===== src/rtl/loader_pkg.sv =====
// Shared command bytes and FSM state type for the boot-time program loader.
package loader_pkg;

    localparam logic [7:0] CMD_IM   = 8'h49;  // 'I'
    localparam logic [7:0] CMD_DM   = 8'h44;  // 'D'
    localparam logic [7:0] CMD_GO   = 8'h47;  // 'G'
    localparam logic [7:0] CMD_HALT = 8'h48;  // 'H'

    typedef enum logic [2:0] {
        ST_IDLE,
        ST_HDR,
        ST_DATA,
        ST_CSUM,
        ST_RUN,
        ST_ERR
    } state_e;

endpackage


===== src/rtl/byte_packer.sv =====
// Assembles four big-endian bytes into a 32-bit word; word_done_o marks the 4th byte push.
module byte_packer (
    input  logic        clk,
    input  logic        rst_n,
    input  logic        clr_i,
    input  logic        push_i,
    input  logic [7:0]  byte_i,
    output logic [31:0] word_o,
    output logic        word_done_o
);

    logic [23:0] shift_q, shift_d;
    logic [1:0]  cnt_q, cnt_d;

    always_comb begin
        shift_d = shift_q;
        cnt_d   = cnt_q;
        if (clr_i) begin
            shift_d = '0;
            cnt_d   = '0;
        end else if (push_i) begin
            shift_d = {shift_q[15:0], byte_i};
            cnt_d   = cnt_q + 2'd1;
        end
    end

    always_ff @(posedge clk or negedge rst_n) begin
        if (!rst_n) begin
            shift_q <= '0;
            cnt_q   <= '0;
        end else begin
            shift_q <= shift_d;
            cnt_q   <= cnt_d;
        end
    end

    // Word is presented combinationally with the 4th byte so the top can register it directly.
    assign word_o      = {shift_q, byte_i};
    assign word_done_o = push_i && (cnt_q == 2'd3);

endmodule


===== src/rtl/prog_loader.sv =====
// Byte-stream loader for IM/DM with CPU reset control.
// Optional trailing XOR checksum byte enabled by defining LOADER_CHECKSUM_EN.
module prog_loader
    import loader_pkg::*;
#(
    parameter int IM_AW = 8,
    parameter int DM_AW = 10,
    parameter int DW    = 32
) (
    input  logic             clk,
    input  logic             rst,
    input  logic [7:0]       rx_data,
    input  logic             rx_valid,
    output logic             rx_ready,
    output logic             im_we,
    output logic [IM_AW-1:0] im_addr,
    output logic [DW-1:0]    im_wdata,
    output logic             dm_we,
    output logic [DM_AW-1:0] dm_addr,
    output logic [DW-1:0]    dm_wdata,
    output logic             cpu_rst,
    output logic             busy,
    output logic             err
);

`ifdef LOADER_CHECKSUM_EN
    localparam state_e ST_AFTER = ST_CSUM;
`else
    localparam state_e ST_AFTER = ST_IDLE;
`endif

    state_e             state_q, state_d;
    logic [23:0]        hdr_q, hdr_d;
    logic [1:0]         hcnt_q, hcnt_d;
    logic [15:0]        words_q, words_d;
    logic               sel_im_q, sel_im_d;
    logic [IM_AW-1:0]   im_addr_q, im_addr_d;
    logic [DM_AW-1:0]   dm_addr_q, dm_addr_d;
    logic               we_q, we_d;
    logic [31:0]        wdata_q, wdata_d;
    logic               rx_ready_q;
`ifdef LOADER_CHECKSUM_EN
    logic [7:0]         csum_q, csum_d;
`endif

    logic        xfer;
    logic [31:0] hdr_full;
    logic        pk_clr, pk_push, pk_done;
    logic [31:0] pk_word;

    assign xfer     = rx_valid && rx_ready_q;
    assign hdr_full = {hdr_q, rx_data};

    byte_packer u_packer (
        .clk        (clk),
        .rst_n      (rst),
        .clr_i      (pk_clr),
        .push_i     (pk_push),
        .byte_i     (rx_data),
        .word_o     (pk_word),
        .word_done_o(pk_done)
    );

    always_comb begin
        state_d   = state_q;
        hdr_d     = hdr_q;
        hcnt_d    = hcnt_q;
        words_d   = words_q;
        sel_im_d  = sel_im_q;
        im_addr_d = im_addr_q;
        dm_addr_d = dm_addr_q;
        we_d      = 1'b0;
        wdata_d   = wdata_q;
        pk_clr    = 1'b0;
        pk_push   = 1'b0;
`ifdef LOADER_CHECKSUM_EN
        csum_d    = csum_q;
`endif

        // Address advances during the strobe cycle so addr is stable while *_we is high.
        if (we_q) begin
            if (sel_im_q) im_addr_d = im_addr_q + 1'b1;
            else          dm_addr_d = dm_addr_q + 1'b1;
        end

        unique case (state_q)
            ST_IDLE: if (xfer) begin
                pk_clr = 1'b1;
                hcnt_d = '0;
`ifdef LOADER_CHECKSUM_EN
                csum_d = rx_data;
`endif
                case (rx_data)
                    CMD_IM: begin sel_im_d = 1'b1; state_d = ST_HDR; end
                    CMD_DM: begin sel_im_d = 1'b0; state_d = ST_HDR; end
                    CMD_GO:  state_d = ST_RUN;
                    default: state_d = ST_ERR;
                endcase
            end
            ST_HDR: if (xfer) begin
`ifdef LOADER_CHECKSUM_EN
                csum_d = csum_q ^ rx_data;
`endif
                hdr_d  = {hdr_q[15:0], rx_data};
                hcnt_d = hcnt_q + 2'd1;
                if (hcnt_q == 2'd3) begin
                    words_d = hdr_full[15:0];
                    if (sel_im_q) im_addr_d = IM_AW'(hdr_full[31:16]);
                    else          dm_addr_d = DM_AW'(hdr_full[31:16]);
                    state_d = (hdr_full[15:0] == 16'd0) ? ST_AFTER : ST_DATA;
                end
            end
            ST_DATA: if (xfer) begin
`ifdef LOADER_CHECKSUM_EN
                csum_d  = csum_q ^ rx_data;
`endif
                pk_push = 1'b1;
                if (pk_done) begin
                    we_d    = 1'b1;
                    wdata_d = pk_word;
                    words_d = words_q - 16'd1;
                    if (words_q == 16'd1) state_d = ST_AFTER;
                end
            end
            ST_CSUM: begin
`ifdef LOADER_CHECKSUM_EN
                if (xfer) state_d = (rx_data == csum_q) ? ST_IDLE : ST_ERR;
`else
                state_d = ST_IDLE;
`endif
            end
            ST_RUN: if (xfer && rx_data == CMD_HALT) state_d = ST_IDLE;
            ST_ERR: state_d = ST_ERR;
            default: state_d = ST_IDLE;
        endcase
    end

    always_ff @(posedge clk or negedge rst) begin
        if (!rst) begin
            state_q    <= ST_IDLE;
            hdr_q      <= '0;
            hcnt_q     <= '0;
            words_q    <= '0;
            sel_im_q   <= 1'b0;
            im_addr_q  <= '0;
            dm_addr_q  <= '0;
            we_q       <= 1'b0;
            wdata_q    <= '0;
            rx_ready_q <= 1'b0;
`ifdef LOADER_CHECKSUM_EN
            csum_q     <= '0;
`endif
        end else begin
            state_q    <= state_d;
            hdr_q      <= hdr_d;
            hcnt_q     <= hcnt_d;
            words_q    <= words_d;
            sel_im_q   <= sel_im_d;
            im_addr_q  <= im_addr_d;
            dm_addr_q  <= dm_addr_d;
            we_q       <= we_d;
            wdata_q    <= wdata_d;
            rx_ready_q <= 1'b1;
`ifdef LOADER_CHECKSUM_EN
            csum_q     <= csum_d;
`endif
        end
    end

    assign rx_ready = rx_ready_q;
    assign im_we    = we_q && sel_im_q;
    assign dm_we    = we_q && !sel_im_q;
    assign im_addr  = im_addr_q;
    assign dm_addr  = dm_addr_q;
    assign im_wdata = wdata_q;
    assign dm_wdata = wdata_q;
    assign cpu_rst  = (state_q != ST_RUN);
    assign busy     = (state_q == ST_HDR) || (state_q == ST_DATA) || (state_q == ST_CSUM);
    assign err      = (state_q == ST_ERR);

endmodule


===== config.mk =====
export PLATFORM = sky130hd
export DESIGN_NAME = prog_loader
export DESIGN_NICKNAME = d
export VERILOG_FILES = /design/src/rtl/loader_pkg.sv /design/src/rtl/byte_packer.sv /design/src/rtl/prog_loader.sv
export SDC_FILE = /design/constraint.sdc
export NUM_CORES = 1
export LEC_CHECK = 0
export CAP_MARGIN = 20
export CORE_UTILIZATION = 43
export DETAILED_ROUTE_END_ITERATION = 7
export MAX_ROUTING_LAYER = met4
export PLACE_DENSITY = 0.67
export SETUP_SLACK_MARGIN = 0.5
export SYNTH_ARGS = -nofsm -noshare
export SYNTH_HDL_FRONTEND = slang
export SYNTH_SLANG_ARGS = --single-unit

===== constraint.sdc =====
create_clock -name clk -period 1.95 [get_ports clk]
set_input_delay 0.195 -clock clk [delete_from_list [all_inputs] [get_ports clk]]
set_output_delay 0.195 -clock clk [all_outputs]
set_load 0.02 [all_outputs]

[Yosys cells after proc, flatten, opt, wreduce, memory -nomap -nowiden]
Index checks and enable logic that the tools add are counted.
Widths: inputs -> output; s select.
Cells by class
  divide/modulo/power cells: 0
  reductions and logical operators: 21
  multiply operators: 0
  equal/unequal tests: 20
  shifts and indexed selects: 0
  $add $sub $neg: 5
  magnitude comparators: 0
  mux-type cells: 41
  bitwise operators: 0
Operators with widths (number)
  $mux 16: 4
  $mux 10: 6
  $mux 24: 2
  $mux 8: 6
  $eq 8x7->1 const B: 4
  $pmux 16 s2: 1
  $mux 3: 7
  $eq 16x1->1 const B: 1
  $logic_not 16->1: 1
  $sub 16x1->16 const B: 1
  $pmux 3 s5: 1
  $ne 2x2->1 const B: 7
  $add 10x1->10 const B: 1
  $mux 2: 5
  $reduce_and 3->1: 3
  $add 8x1->8 const B: 1
  $reduce_bool 2->1: 4
  $reduce_and 7->1: 1
  $eq 3x2->1 const B: 2
  $eq 3x3->1 const B: 2
  $mux 1: 6
  $pmux 3 s2: 1
  $logic_and 1x1->1: 5
  $reduce_and 5->1: 1
  11 further kinds: 14
Word-level totals
  output and inout bits: 88
  flip-flop bits (word level): 118
  bits in latches: 0
  memories: 0
  memory bits (writable): 0
  bits in read-only memories: 0

[Longest topological paths before layout]
  word-level depth: 7
  depth in mapped cells: 7
  gate-level depth less buffers: 6

[By module]
A second synthesis with hierarchy kept.
Unflattened totals
  cells, all modules: 551
  area, all modules: 6168.4 um2
By module, submodules not included
  prog_loader: sequential area each 2302.2 um2, area each 5014.8 um2, times used 1, cells each 457
  byte_packer: sequential area each 650.6 um2, area each 1153.6 um2, times used 1, cells each 94

[Worst setup path after synthesis]
OpenSTA, ideal clock, no wires.
  path type: register -> register
  from: reg hcnt_q[0]
  to: reg words_q[7]
  required time: 1.864 ns
  setup slack: 0.169 ns
  stages on the path, launching flop included: 7
  library setup time: 0.086 ns
  clock period less this slack: 1.781 ns
  arrival: 1.695 ns
  cell sequence: dfrtp_1 > ha_1 > and3b_1 > buf_2 > o21ai_0 > mux2_2 > nor3_1
On the way
  longest elaborated chain between the ends: 3
Ends and longest elaborated chain
  start, declared: line prog_loader.sv:34  | logic [1:0] hcnt_q, hcnt_d;
  start signal, assigned: line prog_loader.sv:156  | hcnt_q <= hcnt_d;
  $eq 2x2->1: line prog_loader.sv:106  | if (hcnt_q == 2'd3) begin
  $ne 2x2->1 (no line)
  $reduce_and 5->1 (no line)
  end signal, assigned: line prog_loader.sv:157  | words_q <= words_d;
  end, declared: line prog_loader.sv:35  | logic [15:0] words_q, words_d;
Every way passes these cells.
A chain may end at the register's enable or synchronous reset.

[Final worst setup path]
  from: reg state_q[1]
  to: reg words_q[15]
On the way
  longest elaborated chain between the ends: 5
Ends and longest elaborated chain
  start, declared: line prog_loader.sv:32  | state_e state_q, state_d;
  start signal, assigned: line prog_loader.sv:154  | state_q <= state_d;
  $eq 3x2->1: line prog_loader.sv:86  | unique case (state_q)
  $mux 1: line prog_loader.sv:86
  $logic_and 1x1->1: line byte_packer.sv:39  | assign word_done_o = push_i && (cnt_q == 2'd3);
  $ne 2x2->1 (no line)
  $reduce_and 5->1 (no line)
Several ways; a longest one is shown, not always the timed one.

==> impl_metrics.yaml <==
finish:
  final_cell_mix: "dfrtp_1, dlygate4sd2_1, buf_4"
  antenna_cells: 0
  fin_nets: 703
  post_route_cells_drive_above_1_share_pct: 43.2
  stdcell_area_um2: 8870
  final_common_cell: "dfrtp_1"
  syn_to_final_growth_pct: 52.0
logic_synthesis:
  synth_top_cell_by_area: "dfrtp_1"
  netlist.area_leader.share_pct: 50.6
  syn-instance-count: 515
  ys_seq_area_share_pct: 50.6
  synth_flop_cell: "dfrtp_1"
  synth_edf_count: 0
  async_flop_share_pct: 100
  synth.ff_latch_count: 118
  netlist_area_um2: 5830
  syn_area_per_cell_um2: 11.3
  syn_nets: 532
  ys_warn_count: 0
  yosys.cell_types.count: 74
  synthTopCellsByArea: "dfrtp_1, mux2_2, buf_4"
cts:
  numCtsBuffers: 17
  clkSinkCount: 118
  clk_latency_ns: 0.43
  cts_max_level: 4
  cts_buffer_depth: 2
  clock-root-buffer: "clkbuf_16"
  clk_pin_slew_ns: 0.06
  cts_tree: "built"
critical_path:
  r2r_slack_ns: 0.15
  start_kind: "flip-flop"
  required_ns: 2.30
  worstPathArrival_ns: 2.15
  crit_path_max_fanout: 7
  worstSetupEndpointType: "flip-flop"
  path_class: "reg2reg"
placement:
  hpwl_um: 10400
  placed_area_um2: 7080
  gp_congestion: 0.856
  port_buffers: 98
die:
  num_rows: 42
  ios: 99
  dieArea_um2: 14000
  coreArea_um2: 13200
  die_x_um: 118
  initial_core_util_pct: 44.1
  fp.dieH_um: 118
outcome:
  status: "finished clean"
routing:
  vias_per_cell: 5.87
  ant_nets: 0
  vias: 5138
  drc: 0
  drt-initial-drc-count: 424
  first_pass_iters: 6
  routed_wl_um: 17700
  routedWlPerCell_um: 20.3
timing:
  fin_worst_skew_ns: 0.00938
  max_freq_mhz: 556
  min_period_ns: 1.80
  rsz0062_at_grt: "true"
  finalMaxSlewViolations: 0
  finalHoldViolations: 0
  setup_viol: 0
  period_share_pct: 92.2
power:
  clkPwrFrac_pct: 29.0
  p_total_w: 0.0104
  switchingPower_w: 0.00362
  power_density_nw_per_um2: 1170
  power_frac_comb_pct: 33.9
  sequentialPowerShare_pct: 37.1
  p_int_w: 0.00679
  ir_worst_vdd_mv: 0.863
  swShare_pct: 34.8
  p_leak_nw: 4.20
global_routing:
  grt_pass1_vias: 4898
  grt_max_degree: 80
  globalRouteOverflowTotal: 0
  antenna_found_initial: 0
  grt_use_total_pct: 25.2
  grt_pass1_wl_um: 26200
worst_hold_path:
  min_path_type: "in2async"
run:
  drv_cap: 0
final cells by class:
cell class                 instances  area (um^2)
tap                              176          220
inverter                          16         60.1
fill                             986         4370
multi-input combinational        322         2980
sequential                       118         2970
clock buffer                      22          484
timing repair buffer             211         2060
clock inverter                    10         97.6
critical path, cell delays in order (launching register included):
cell and delay [ns]:
dfrtp_2 0.46, buf_6 0.15, and3b_4 0.40, o211ai_4 0.10, or4b_1 0.52, nand3_1 0.09
final timing paths:
kind                       depth (start not counted)            startpoint                   end
min                                                3                   rst            dm_addr[9]
max in group asynchronous                          3                   rst              rx_ready
min reg2reg                                        1  u_packer.shift_q[19]  u_packer.shift_q[19]
max                                                5            state_q[1]           words_q[15]
min in group clk                                   1  u_packer.shift_q[19]  u_packer.shift_q[19]
max reg2reg                                        5            state_q[1]           words_q[15]
synthesized netlist by cell type, types with 4 or more instances:
library cell	instances
nor4_1	8
o22ai_1	9
clkbuf_1	8
a211oi_1	4
nand4_1	9
and2_1	4
o2bb2ai_1	4
a2bb2oi_1	6
nand3b_1	5
nand2_1	27
inv_1	16
a22o_1	24
ha_1	6
nand3_1	8
buf_2	15
a22oi_1	4
mux2_2	50
a21oi_1	18
o31a_1	4
nor2_1	20
o21ai_0	20
nor3_1	8
buf_4	37
o311ai_0	4
o211ai_1	6
and3_1	4
dfrtp_1	118
timing repair:
| action | in CTS | in global routing |
|---|---|---|
| endpoints found under the setup margin | 201 | 121 |
| pin swaps | 26 | 29 |
| resized for setup | 184 | 76 |
| cloned | 5 | 4 |
| hold buffers | 1 | 0 |
| endpoints found under the hold margin | 118 | 0 |
| buffers inserted | 43 | 19 |
power by group through the flow:
stage	Combinational, W	Clock (W)	Sequential (W)
floorplan	0.00156	0	0.00365
global placement	0.00240	0	0.00377
detailed placement	0.00248	0	0.00381
CTS	0.00296	0.00305	0.00376
global route	0.00376	0.00318	0.00392
finish	0.00353	0.00302	0.00386
stage by stage:
step                      instances  TNS (ns)  setup WS (ns)  hold slack [ns]  util, %
after floorplan                 515         0          0.384           -0.101        -
after global placement          771  -0.00721       -0.00721            0.260     53.5
after detailed placement        771   -0.0445        -0.0426            0.263     53.5
after CTS                       852         0          0.223            0.358     62.8
after global routing            875         0         0.0973            0.374     67.0
final                           875         0          0.153            0.322     67.0
layer usage:
metal	up-vias	part of all wire (%)	GRT usage (%)
li1	2261	-	-
met1	2606	43	32.7
met2	217	49	38.6
met3	54	5.5	5.94
met4	0	2.6	8.78
met5	-	0	-
cells by family (layout without fill, tap and decap cells):
group	Yosys count	in the layout	share of synthesized area (%)
AND/OR/NAND/NOR	127	129	13.2
adder cells (fa/ha/maj)	7	7	1.46
flip-flops	118	118	50.6
buffers and inverters	77	259	7.78
other	1	1	0.0643
AO/OA/AOI/OAI	133	133	16.9
XOR/XNOR	1	1	0.150
multiplexers	51	51	9.82
Power figures use the tool's default switching activity.
